$ cat config.mk
export PLATFORM = sky130hd
export DESIGN_NAME = alu_div_sequencer
export DESIGN_NICKNAME = d
export VERILOG_FILES = /design/src/rtl/alu_div_sequencer_pkg.sv /design/src/rtl/alu_div_sequencer_sub_borrow_w.sv /design/src/rtl/alu_div_sequencer.sv
export SDC_FILE = /design/constraint.sdc
export NUM_CORES = 1
export LEC_CHECK = 0
export BUFFER_PORTS_ARGS = -buffer_cell sky130_fd_sc_hd__buf_2
export CORE_UTILIZATION = 45
export CTS_BUF_LIST = sky130_fd_sc_hd__clkbuf_4
export CTS_CLUSTER_SIZE = 40
export DETAILED_ROUTE_END_ITERATION = 16
export GPL_ROUTABILITY_DRIVEN = 0
export PLACE_DENSITY = 0.67
export RECOVER_POWER = 50
export SLEW_MARGIN = 15
export SYNTH_ARGS = -nofsm -noshare
export SYNTH_HDL_FRONTEND = slang
export SYNTH_SLANG_ARGS = --single-unit
export TNS_END_PERCENT = 1
$ cat constraint.sdc
create_clock -name clk -period 12.8 [get_ports clk]
set_input_delay 1.28 -clock clk [delete_from_list [all_inputs] [get_ports clk]]
set_output_delay 1.28 -clock clk [all_outputs]
set_load 0.02 [all_outputs]
$ cat src/rtl/alu_div_sequencer_pkg.sv
// Shared definitions for the multi-cycle divide sequencer: FSM encoding,
// divide opcodes and default sizing.
package alu_div_sequencer_pkg;

  localparam int DEF_WIDTH = 32;
  localparam int DEF_CNT_W = 6;

  localparam logic [3:0] ALU_DIV  = 4'hC;
  localparam logic [3:0] ALU_DIVU = 4'hD;

  typedef enum logic [1:0] {
    ST_IDLE = 2'd0,
    ST_ITER = 2'd1,
    ST_FIX  = 2'd2,
    ST_DONE = 2'd3
  } state_t;

endpackage

$ cat src/rtl/alu_div_sequencer_sub_borrow_w.sv
// N-bit ripple subtractor: o_diff = i_r1 + ~i_r2 + i_cin.
// o_cout == 0 means a borrow occurred (i_r1 < i_r2 when i_cin == 1).
module sub_borrow_w #(
  parameter int N = 33
) (
  input  logic [N-1:0] i_r1,
  input  logic [N-1:0] i_r2,
  input  logic         i_cin,
  output logic [N-1:0] o_diff,
  output logic         o_cout
);

  logic [N:0] w_c;

  assign w_c[0] = i_cin;

  for (genvar g = 0; g < N; g++) begin : g_bit
    logic w_b;
    assign w_b       = ~i_r2[g];
    assign o_diff[g] = i_r1[g] ^ w_b ^ w_c[g];
    assign w_c[g+1]  = (i_r1[g] & w_b) | (w_c[g] & (i_r1[g] ^ w_b));
  end

  assign o_cout = w_c[N];

endmodule

$ cat src/rtl/alu_div_sequencer.sv
// Restoring divider: one shared subtractor iterated WIDTH times, then a sign
// fix-up cycle. Handshake: a transfer happens on any edge where valid && ready.
module alu_div_sequencer
  import alu_div_sequencer_pkg::*;
#(
  parameter int WIDTH = DEF_WIDTH,
  parameter int CNT_W = DEF_CNT_W
) (
  input  logic             clk,
  input  logic             reset,
  input  logic             in_valid,
  output logic             in_ready,
  input  logic             in_signed,
  input  logic [WIDTH-1:0] in_dividend,
  input  logic [WIDTH-1:0] in_divisor,
  output logic             out_valid,
  input  logic             out_ready,
  output logic [WIDTH-1:0] out_quot,
  output logic [WIDTH-1:0] out_rem,
  output logic             out_dbz,
  output logic [1:0]       o_dbg_state
);

  state_t           r_state;
  state_t           w_next;
  logic [CNT_W-1:0] r_cnt;
  logic [WIDTH-1:0] r_rem;
  logic [WIDTH-1:0] r_quo;
  logic [WIDTH-1:0] r_div;
  logic [WIDTH-1:0] r_dividend;
  logic             r_sign_q;
  logic             r_sign_r;
  logic             r_dbz;
  logic [WIDTH-1:0] r_out_quot;
  logic [WIDTH-1:0] r_out_rem;
  logic             r_out_valid;
  logic             r_out_dbz;

  logic             w_accept;
  logic             w_last;
  logic             w_a_neg;
  logic             w_b_neg;
  logic [WIDTH-1:0] w_a_mag;
  logic [WIDTH-1:0] w_b_mag;
  logic             w_div_zero;
  logic [WIDTH:0]   w_rem_sh;
  logic [WIDTH:0]   w_trial;
  logic             w_cout;
  logic             w_fits;

  assign w_accept   = in_valid && (r_state == ST_IDLE);
  assign w_last     = (r_cnt == CNT_W'(WIDTH - 1));
  assign w_a_neg    = in_signed & in_dividend[WIDTH-1];
  assign w_b_neg    = in_signed & in_divisor[WIDTH-1];
  assign w_a_mag    = w_a_neg ? -in_dividend : in_dividend;
  assign w_b_mag    = w_b_neg ? -in_divisor : in_divisor;
  assign w_div_zero = (in_divisor == '0);

  // Partial remainder is WIDTH+1 bits wide once the quotient MSB shifts in.
  assign w_rem_sh = {r_rem, r_quo[WIDTH-1]};

  sub_borrow_w #(.N(WIDTH + 1)) u_sub (
    .i_r1   (w_rem_sh),
    .i_r2   ({1'b0, r_div}),
    .i_cin  (1'b1),
    .o_diff (w_trial),
    .o_cout (w_cout)
  );

  // With no borrow the difference is below the divisor, so its MSB is zero.
  assign w_fits = w_cout & ~w_trial[WIDTH];

  always_comb begin
    w_next = r_state;
    case (r_state)
      ST_IDLE: if (in_valid) w_next = w_div_zero ? ST_FIX : ST_ITER;
      ST_ITER: if (w_last) w_next = ST_FIX;
      ST_FIX:  w_next = ST_DONE;
      ST_DONE: if (out_ready) w_next = ST_IDLE;
      default: w_next = ST_IDLE;
    endcase
  end

  always_ff @(posedge clk) begin
    if (reset) r_state <= ST_IDLE;
    else       r_state <= w_next;
  end

  always_ff @(posedge clk) begin
    if (reset) begin
      r_cnt       <= '0;
      r_rem       <= '0;
      r_quo       <= '0;
      r_div       <= '0;
      r_dividend  <= '0;
      r_sign_q    <= 1'b0;
      r_sign_r    <= 1'b0;
      r_dbz       <= 1'b0;
      r_out_quot  <= '0;
      r_out_rem   <= '0;
      r_out_valid <= 1'b0;
      r_out_dbz   <= 1'b0;
    end else begin
      case (r_state)
        ST_IDLE: begin
          if (w_accept) begin
            r_cnt      <= '0;
            r_rem      <= '0;
            r_quo      <= w_a_mag;
            r_div      <= w_b_mag;
            r_dividend <= in_dividend;
            r_sign_q   <= w_a_neg ^ w_b_neg;
            r_sign_r   <= w_a_neg;
            r_dbz      <= w_div_zero;
          end
        end
        ST_ITER: begin
          r_rem <= w_fits ? w_trial[WIDTH-1:0] : w_rem_sh[WIDTH-1:0];
          r_quo <= {r_quo[WIDTH-2:0], w_fits};
          r_cnt <= r_cnt + CNT_W'(1);
        end
        ST_FIX: begin
          r_out_valid <= 1'b1;
          r_out_dbz   <= r_dbz;
          // Divide-by-zero returns all-ones and the untouched dividend bits.
          if (r_dbz) begin
            r_out_quot <= '1;
            r_out_rem  <= r_dividend;
          end else begin
            r_out_quot <= r_sign_q ? -r_quo : r_quo;
            r_out_rem  <= r_sign_r ? -r_rem : r_rem;
          end
        end
        ST_DONE: begin
          if (out_ready) r_out_valid <= 1'b0;
        end
        default: ;
      endcase
    end
  end

  assign in_ready    = (r_state == ST_IDLE);
  assign out_valid   = r_out_valid;
  assign out_quot    = r_out_quot;
  assign out_rem     = r_out_rem;
  assign out_dbz     = r_out_dbz;
  assign o_dbg_state = r_state;

endmodule

### Word-level counts from Yosys, hierarchy flattened

Index checks and enable logic that the tools add are counted.

* latch bits: 0
* memories kept: 0
* output and inout port bits: 69
* flip-flop bits (word level): 205
* bits of input ports: 69
* memory bits (writable): 0
* logic and storage cells: 255
* ROM bits: 0

* shifts and indexed selects: 0
* magnitude comparators: 0
* div/mod/pow operators: 0
* muxes and demuxes: 20
* bitwise operators: 200
* multipliers: 0
* equal/unequal tests: 8
* reductions and logical operators: 9
* add/subtract/negate cells: 5

Operator list (count)
* $mux W32: 9
* $neg A32 Y32: 4
* $pmux W32 S2: 2
* $and A1 B1 Y1: 67
* $xor A1 B1 Y1: 65
* $not A1 Y1: 35
* $or A1 B1 Y1: 33
* $logic_not A32 Y1: 1
* $pmux W6 S2: 1
* $mux W2: 4
* $pmux W2 S4: 1
* $add A6 B1 Y6 const B: 1
* $eq A6 B5 Y1 const B: 1
* $mux W6: 1
* $ne A2 B2 Y1 const B: 3
* $reduce_and A2 Y1: 3
* $eq A2 B2 Y1 const B: 2
* $reduce_bool A2 Y1: 2
* $reduce_and A3 Y1: 1
* $eq A2 B1 Y1 const B: 1
* $logic_not A2 Y1: 1
* $ne A2 B1 Y1 const B: 1
* $pmux W1 S2: 1
* $logic_and A1 B1 Y1: 1
* $mux W1: 1

### Logic depth before layout (Yosys ltp)

* word-level depth: 70
* gate-level depth with buffers: 43
* gate-level depth less buffers: 42

### Modules after synthesis

Synthesis repeated with hierarchy kept, for this count alone.

* cell total of the unflattened synthesis: 1557
* area total of the unflattened synthesis: 12071.6 um2

Modules (own cells, without submodules)
* alu_div_sequencer: times used 1, area each 11155.7 um2, cells each 1456, seq. area each 4103.9 um2
* sub_borrow_w: times used 1, area each 915.9 um2, cells each 101, seq. area each 0.0 um2

### Least setup slack after synthesis

Ideal clock, no wire load.

* path kind: reg2reg
* start: reg r_quo[31]
* end: reg r_rem[0]
* clock period less this slack: 12629 ps
* stages on the path, launching flop included: 43
* buffers on the path: 1
* arrival: 12502 ps
* library setup time: 128 ps
* path slack: 171 ps
* required time: 12672 ps
* path through: dfxtp_1 inv_1 ha_1 inv_1 fa_1 inv_1 fa_1 inv_1 fa_1 fa_1 fa_1 fa_1 fa_1 fa_1 fa_1 fa_1 fa_1 fa_1 [7 not listed] fa_1 fa_1 fa_1 fa_1 fa_1 fa_1 fa_1 fa_1 fa_1 inv_1 fa_1 fa_1 fa_1 xor2_1 clkbuf_1 nand2_1 a32oi_1 nor2_1

* word-level cells in the longest chain between the ends: 69
* elaborated cells on any way between the ends: 73
* classes of those cells: mux: 2; bitwise: 71

RTL lines
* start: declaration: RTL line alu_div_sequencer.sv:28 `logic [WIDTH-1:0] r_quo;`
* start signal: assignment: RTL line alu_div_sequencer.sv:109 `r_quo <= w_a_mag;`
* start signal: assignment: RTL line alu_div_sequencer.sv:119 `r_quo <= {r_quo[WIDTH-2:0], w_fits};`
* $and A1 B1 Y1 or $xor A1 B1 Y1 (tied branches): RTL line alu_div_sequencer_sub_borrow_w.sv:21, alu_div_sequencer_sub_borrow_w.sv:20
* $or A1 B1 Y1: RTL line alu_div_sequencer_sub_borrow_w.sv:21 `assign w_c[g+1] = (i_r1[g] & w_b) | (w_c[g] & (i_r1[g] ^ w_b));`
* $and A1 B1 Y1: RTL line alu_div_sequencer_sub_borrow_w.sv:21
* $or A1 B1 Y1: RTL line alu_div_sequencer_sub_borrow_w.sv:21
* $and A1 B1 Y1: RTL line alu_div_sequencer_sub_borrow_w.sv:21
* $or A1 B1 Y1: RTL line alu_div_sequencer_sub_borrow_w.sv:21
* $and A1 B1 Y1: RTL line alu_div_sequencer_sub_borrow_w.sv:21
* $or A1 B1 Y1: RTL line alu_div_sequencer_sub_borrow_w.sv:21
* [53 not listed]
* $or A1 B1 Y1: RTL line alu_div_sequencer_sub_borrow_w.sv:21
* $and A1 B1 Y1: RTL line alu_div_sequencer_sub_borrow_w.sv:21
* $or A1 B1 Y1: RTL line alu_div_sequencer_sub_borrow_w.sv:21
* $and A1 B1 Y1 or $xor A1 B1 Y1 (tied branches): RTL line alu_div_sequencer_sub_borrow_w.sv:21, alu_div_sequencer_sub_borrow_w.sv:20
* $or A1 B1 Y1 or $not A1 Y1 (tied branches): RTL line alu_div_sequencer_sub_borrow_w.sv:21, alu_div_sequencer.sv:71
* $and A1 B1 Y1: RTL line alu_div_sequencer.sv:71 `assign w_fits = w_cout & ~w_trial[WIDTH];`
* $mux W32 (*): RTL line alu_div_sequencer.sv:118 `r_rem <= w_fits ? w_trial[WIDTH-1:0] : w_rem_sh[WIDTH-1:0];`
* $pmux W32 S2 (*): RTL line alu_div_sequencer.sv:104 `case (r_state)`
* end signal: assignment: RTL line alu_div_sequencer.sv:118
* end: declaration: RTL line alu_div_sequencer.sv:27 `logic [WIDTH-1:0] r_rem;`

Every way passes the cells marked *; elsewhere a longest branch is shown, timed or not.
A chain may end at the register's enable or synchronous reset.

### Worst setup path in the final report

* start: reg r_quo[31]
* end: reg r_rem[2]

* word-level cells in the longest chain between the ends: 69
* elaborated cells on any way between the ends: 73
* classes of those cells: mux: 2; bitwise: 71

RTL lines (RTL line)
* $and A1 B1 Y1 or $xor A1 B1 Y1 (tied branches): alu_div_sequencer_sub_borrow_w.sv:21
* $or A1 B1 Y1 (*): alu_div_sequencer_sub_borrow_w.sv:21
* $and A1 B1 Y1 (*): alu_div_sequencer_sub_borrow_w.sv:21
* $or A1 B1 Y1 (*): alu_div_sequencer_sub_borrow_w.sv:21
* $and A1 B1 Y1: alu_div_sequencer_sub_borrow_w.sv:21
* $or A1 B1 Y1: alu_div_sequencer_sub_borrow_w.sv:21
* $and A1 B1 Y1: alu_div_sequencer_sub_borrow_w.sv:21
* $or A1 B1 Y1: alu_div_sequencer_sub_borrow_w.sv:21
* [53 not listed]
* $or A1 B1 Y1: alu_div_sequencer_sub_borrow_w.sv:21
* $and A1 B1 Y1: alu_div_sequencer_sub_borrow_w.sv:21
* $or A1 B1 Y1: alu_div_sequencer_sub_borrow_w.sv:21
* $and A1 B1 Y1 or $xor A1 B1 Y1 (tied branches): alu_div_sequencer_sub_borrow_w.sv:21, alu_div_sequencer_sub_borrow_w.sv:20
* $or A1 B1 Y1 or $not A1 Y1 (tied branches): alu_div_sequencer_sub_borrow_w.sv:21, alu_div_sequencer.sv:71
* $and A1 B1 Y1: alu_div_sequencer.sv:71
* $mux W32 (*): alu_div_sequencer.sv:118
* $pmux W32 S2 (*): alu_div_sequencer.sv:104

Marked as above.

==> results.txt <==
placed wire-length estimate after detailed placement - 24,170 microns
unique cell type count in the Yosys netlist - 73
outcome - finished with violations
share of synthesized area occupied by flip-flops and latches - 34.52%
cell with the biggest individual delay on the critical path - sky130_fd_sc_hd__fa_1
cell types with the largest area share after synthesis - sky130_fd_sc_hd__dfxtp_1 (35%), sky130_fd_sc_hd__nand2_1 (6.6%), sky130_fd_sc_hd__a21oi_1 (5.8%)
failing checks - capacitance limit, slew limit
ratio of final minimum period to clock period - 96.82%
RSZ-0062 raised after global routing - false
All-Layer GR Usage - 25.89%
Min-Delay Path Depth - 2
Endpoint, Worst Hold - r_div[26]
share of synthesized registers carrying an async set or reset - 0%
vias in the first global route - 10,611
Mean Syn Cell Area - 7.959 sq um
vias - 11,456
Root Buffer - sky130_fd_sc_hd__clkbuf_4
TritonCTS clock tree - done
#FFs+latches synth - 205
nature of the critical path startpoint - flop
reg2reg end - r_rem[2]
wire length of the first global-routing pass - 56,000 microns
number of synthesized flops with an enable pin - 0
critical path fanouts, max - 6
largest family of logic cells by synthesized area - compound AO/OA/AOI/OAI gates
cell repeated most along the worst path - sky130_fd_sc_hd__fa_2
Die Ht - 164.6 microns
area of placed instances - 12,760 sq um
final net count - 1,702
WL final - 35,100 microns
per-cell routed wire length - 17.86 microns
die area - 27,080 sq um
R2R cell count - 43
Antenna Nets Post-Route - 0
clock skew - 0.03985 ns
final cell utilization of the core - 51.74%
worst path arrival time - 12.90 ns
CTS buffer count - 54
Overflow after GRT - 0
Layout fillers - 2,584
number of antenna violations at the first check in global routing - 2
layout cells sized above 1 - 13.38%
Max Slew Vio Count - 107
final worst path period need - 12.39 ns
number of design-rule violations left by the first detailed-router iteration - 1,018
cts hold-fix bufs - 0
number of warnings issued by yosys - 0
first drt pass iteration count - 5
max-slew headroom at the worst pin - -80.76%
XOR/XNOR Fraction of Synth Area - 7.366%
clock sink total - 205
total area of sequential cells - 4104 sq um
cell accounting for the most synthesized area - sky130_fd_sc_hd__dfxtp_1
fraction of synthesized cell area taken by the top area cell type - 34.52%
Post-Synth Simple-Gate Area - 21.40%
number of port buffers - 137
maximum level of the CTS H-tree - 2
classification of the worst-slack hold path - reg2reg
synthesized cell area - 11,890 sq um
DRC Markers - 0
CP Data Required Time - 13.31 ns
row count - 59
number of I/O pins - 138
post-layout instance area - 13,450 sq um
transition at the pin with the smallest max-transition slack - 2.711 ns
core area - 25,980 sq um
via/cell ratio - 5.827
compound-gate portion of the synthesized area - 23.38%
Register-to-Register Setup Slack - 0.41 ns
latest clock arrival within the worst-skew pair - 0.69 ns
most frequently used flop master after synthesis - sky130_fd_sc_hd__dfxtp_1
share of synthesized area spent on multiplexers - 1.189%
multi-input combinational cell area - 7178 sq um
Hold Startpoint - r_div[26]
pin count of the biggest net entering global routing - 101
starting density of the core - 45.76%
clock-pin transition on the worst setup and hold timing paths - 0.07 ns
critical path start-end classification - reg2reg
setup tns final - 0 ns
Synth Instances - 1,494
final number of setup-violating endpoints - 0
maximum number of buffers from clock root to sink - 3
area overhead of the layout relative to synthesis - 13.08%
Crit Reg-Reg Startpoint - r_quo[31]
Max Cap Violations - 2
Post-Synth Adder-Cell Area - 6.272%
leak pwr - 4.814 nW
net count after synthesis - 1,604
die width - 164.6 microns
CP peak stage delay - 0.40 ns
type of destination of the critical path - flop
upper clock frequency limit - 80.69 MHz
Pwr per Cell Area - 174.3 nW/um^2
count of final hold-check violations - 0
Peak VDD IR - 0.00009742 V
-- kinds of logic (layout without fill, tap and decap cells) --
group | count (synthesis) | after routing
buf+inv | 182 | 317
mux | 14 | 14
fa+ha+maj | 41 | 41
compound gates | 416 | 416
other cells | 0 | 2
simple gates | 536 | 536
xor+xnor | 100 | 100
flops | 205 | 205
-- stage by stage --
stage	cells	setup WS, ns	hold WS (ns)	total power (W)
after detailed placement	1868	-0.3220	0.4411	0.001777
after global routing	1966	0.007291	0.4719	0.002513
final	1966	0.4071	0.4518	0.002343
after global placement	1868	-0.1602	0.4398	0.001760
after floorplan	1494	0.1708	0.4251	0.001505
after CTS	1962	0.04443	0.4562	0.002358
-- final cells by class --
cell class	count	share of cell area [%]
Clock buffer	76	4.243
Inverter	62	1.731
Antenna cell	2	0.03722
Tap cell	335	3.117
Timing Repair Buffer	162	6.281
Sequential cell	205	30.52
Clock inverter	17	0.6793
Multi-Input combinational cell	1107	53.39
-- power breakdown --
part | internal (W) | leakage [nW] | total, W | switching (W)
logic | 0.000304 | 2.74 | 0.000907 | 0.000604
clock network | 0.000292 | 0.397 | 0.000571 | 0.000279
registers | 0.000753 | 1.67 | 0.000865 | 0.000111
total | 0.00135 | 4.81 | 0.00234 | 0.000994
-- state kept, by name, summed over array words and instances, names as in the netlist --
name / flops
o_dbg_state: 2
out_dbz: 1
out_quot: 32
out_rem: 32
out_valid: 1
r_cnt: 6
r_dbz: 1
r_div: 32
r_dividend: 32
r_quo: 32
r_rem: 32
r_sign_q: 1
r_sign_r: 1
-- worst max-delay path, delay by kind of cell (launching register included) --
family	cells	cell delay (ns)
AO/OA/AOI/OAI	1	0.19
XOR/XNOR	1	0.20
adder cells (fa/ha/maj)	32	10.79
buffers and inverters	7	0.58
flip-flops	1	0.31
AND/OR/NAND/NOR	2	0.10
-- routing by layer --
layer | global-route usage (%) | part of all wire [%]
met1 | 34.53 | 44
met2 | 42.21 | 47
met3 | 3.867 | 5.7
met4 | 9.675 | 3.1
met5 | 0 | 0
-- placed cells by master (no fill, tap or decap), types with 14 or more instances in the layout --
master                     netlist  layout
sky130_fd_sc_hd__dfxtp_1       205     205
sky130_fd_sc_hd__a211oi_1       54      54
sky130_fd_sc_hd__fa_2            0      19
sky130_fd_sc_hd__nand2_1       210     210
sky130_fd_sc_hd__xnor2_1        57      56
sky130_fd_sc_hd__clkinv_1        1      14
sky130_fd_sc_hd__nor4_1         17      18
sky130_fd_sc_hd__inv_1          61      61
sky130_fd_sc_hd__nor2_1        150     149
sky130_fd_sc_hd__a221oi_1       15      15
sky130_fd_sc_hd__buf_2           3      64
sky130_fd_sc_hd__clkbuf_4        0      76
sky130_fd_sc_hd__or3_1          23      23
sky130_fd_sc_hd__a21oi_1       138     133
sky130_fd_sc_hd__or4_1          18      19
sky130_fd_sc_hd__clkbuf_1      112      76
sky130_fd_sc_hd__o31ai_1        20      20
sky130_fd_sc_hd__a31oi_1        20      20
sky130_fd_sc_hd__buf_4           1      14
sky130_fd_sc_hd__nand3_1        16      16
sky130_fd_sc_hd__o21ai_0        51      51
sky130_fd_sc_hd__xor2_1         43      42
sky130_fd_sc_hd__nor3_1         28      28
-- repair_timing --
item | CTS | global route
pin swaps | 2 | 2
setup buffers | 0 | 1
gates cloned | 1 | 1
setup endpoints to repair | 33 | 33
resized for setup | 16 | 14
-- Yosys cell counts (15+ instances only) --
library cell,count
sky130_fd_sc_hd__xnor2_1,57
sky130_fd_sc_hd__nand2_1,210
sky130_fd_sc_hd__a31oi_1,20
sky130_fd_sc_hd__a21oi_1,138
sky130_fd_sc_hd__inv_1,61
sky130_fd_sc_hd__a211oi_1,54
sky130_fd_sc_hd__dfxtp_1,205
sky130_fd_sc_hd__xor2_1,43
sky130_fd_sc_hd__o21ai_0,51
sky130_fd_sc_hd__nand3_1,16
sky130_fd_sc_hd__a221oi_1,15
sky130_fd_sc_hd__nor3_1,28
sky130_fd_sc_hd__clkbuf_1,112
sky130_fd_sc_hd__nor2_1,150
sky130_fd_sc_hd__nor4_1,17
sky130_fd_sc_hd__or3_1,23
sky130_fd_sc_hd__or4_1,18
sky130_fd_sc_hd__fa_1,31
sky130_fd_sc_hd__o31ai_1,20
-- worst max path at each step --
stage | from | end | slack [ns] | depth (start not counted)
floorplan | r_quo[31] | r_rem[0] | 0.17 | 42
global placement | r_quo[31] | r_rem[30] | -0.16 | 42
detailed placement | r_quo[31] | r_rem[30] | -0.32 | 42
CTS | r_quo[31] | r_rem[2] | 0.04 | 42
global route | r_quo[31] | r_rem[19] | 0.007 | 44
finish | r_quo[31] | r_rem[2] | 0.41 | 43
Note: power is estimated with default switching activity, not from simulation.
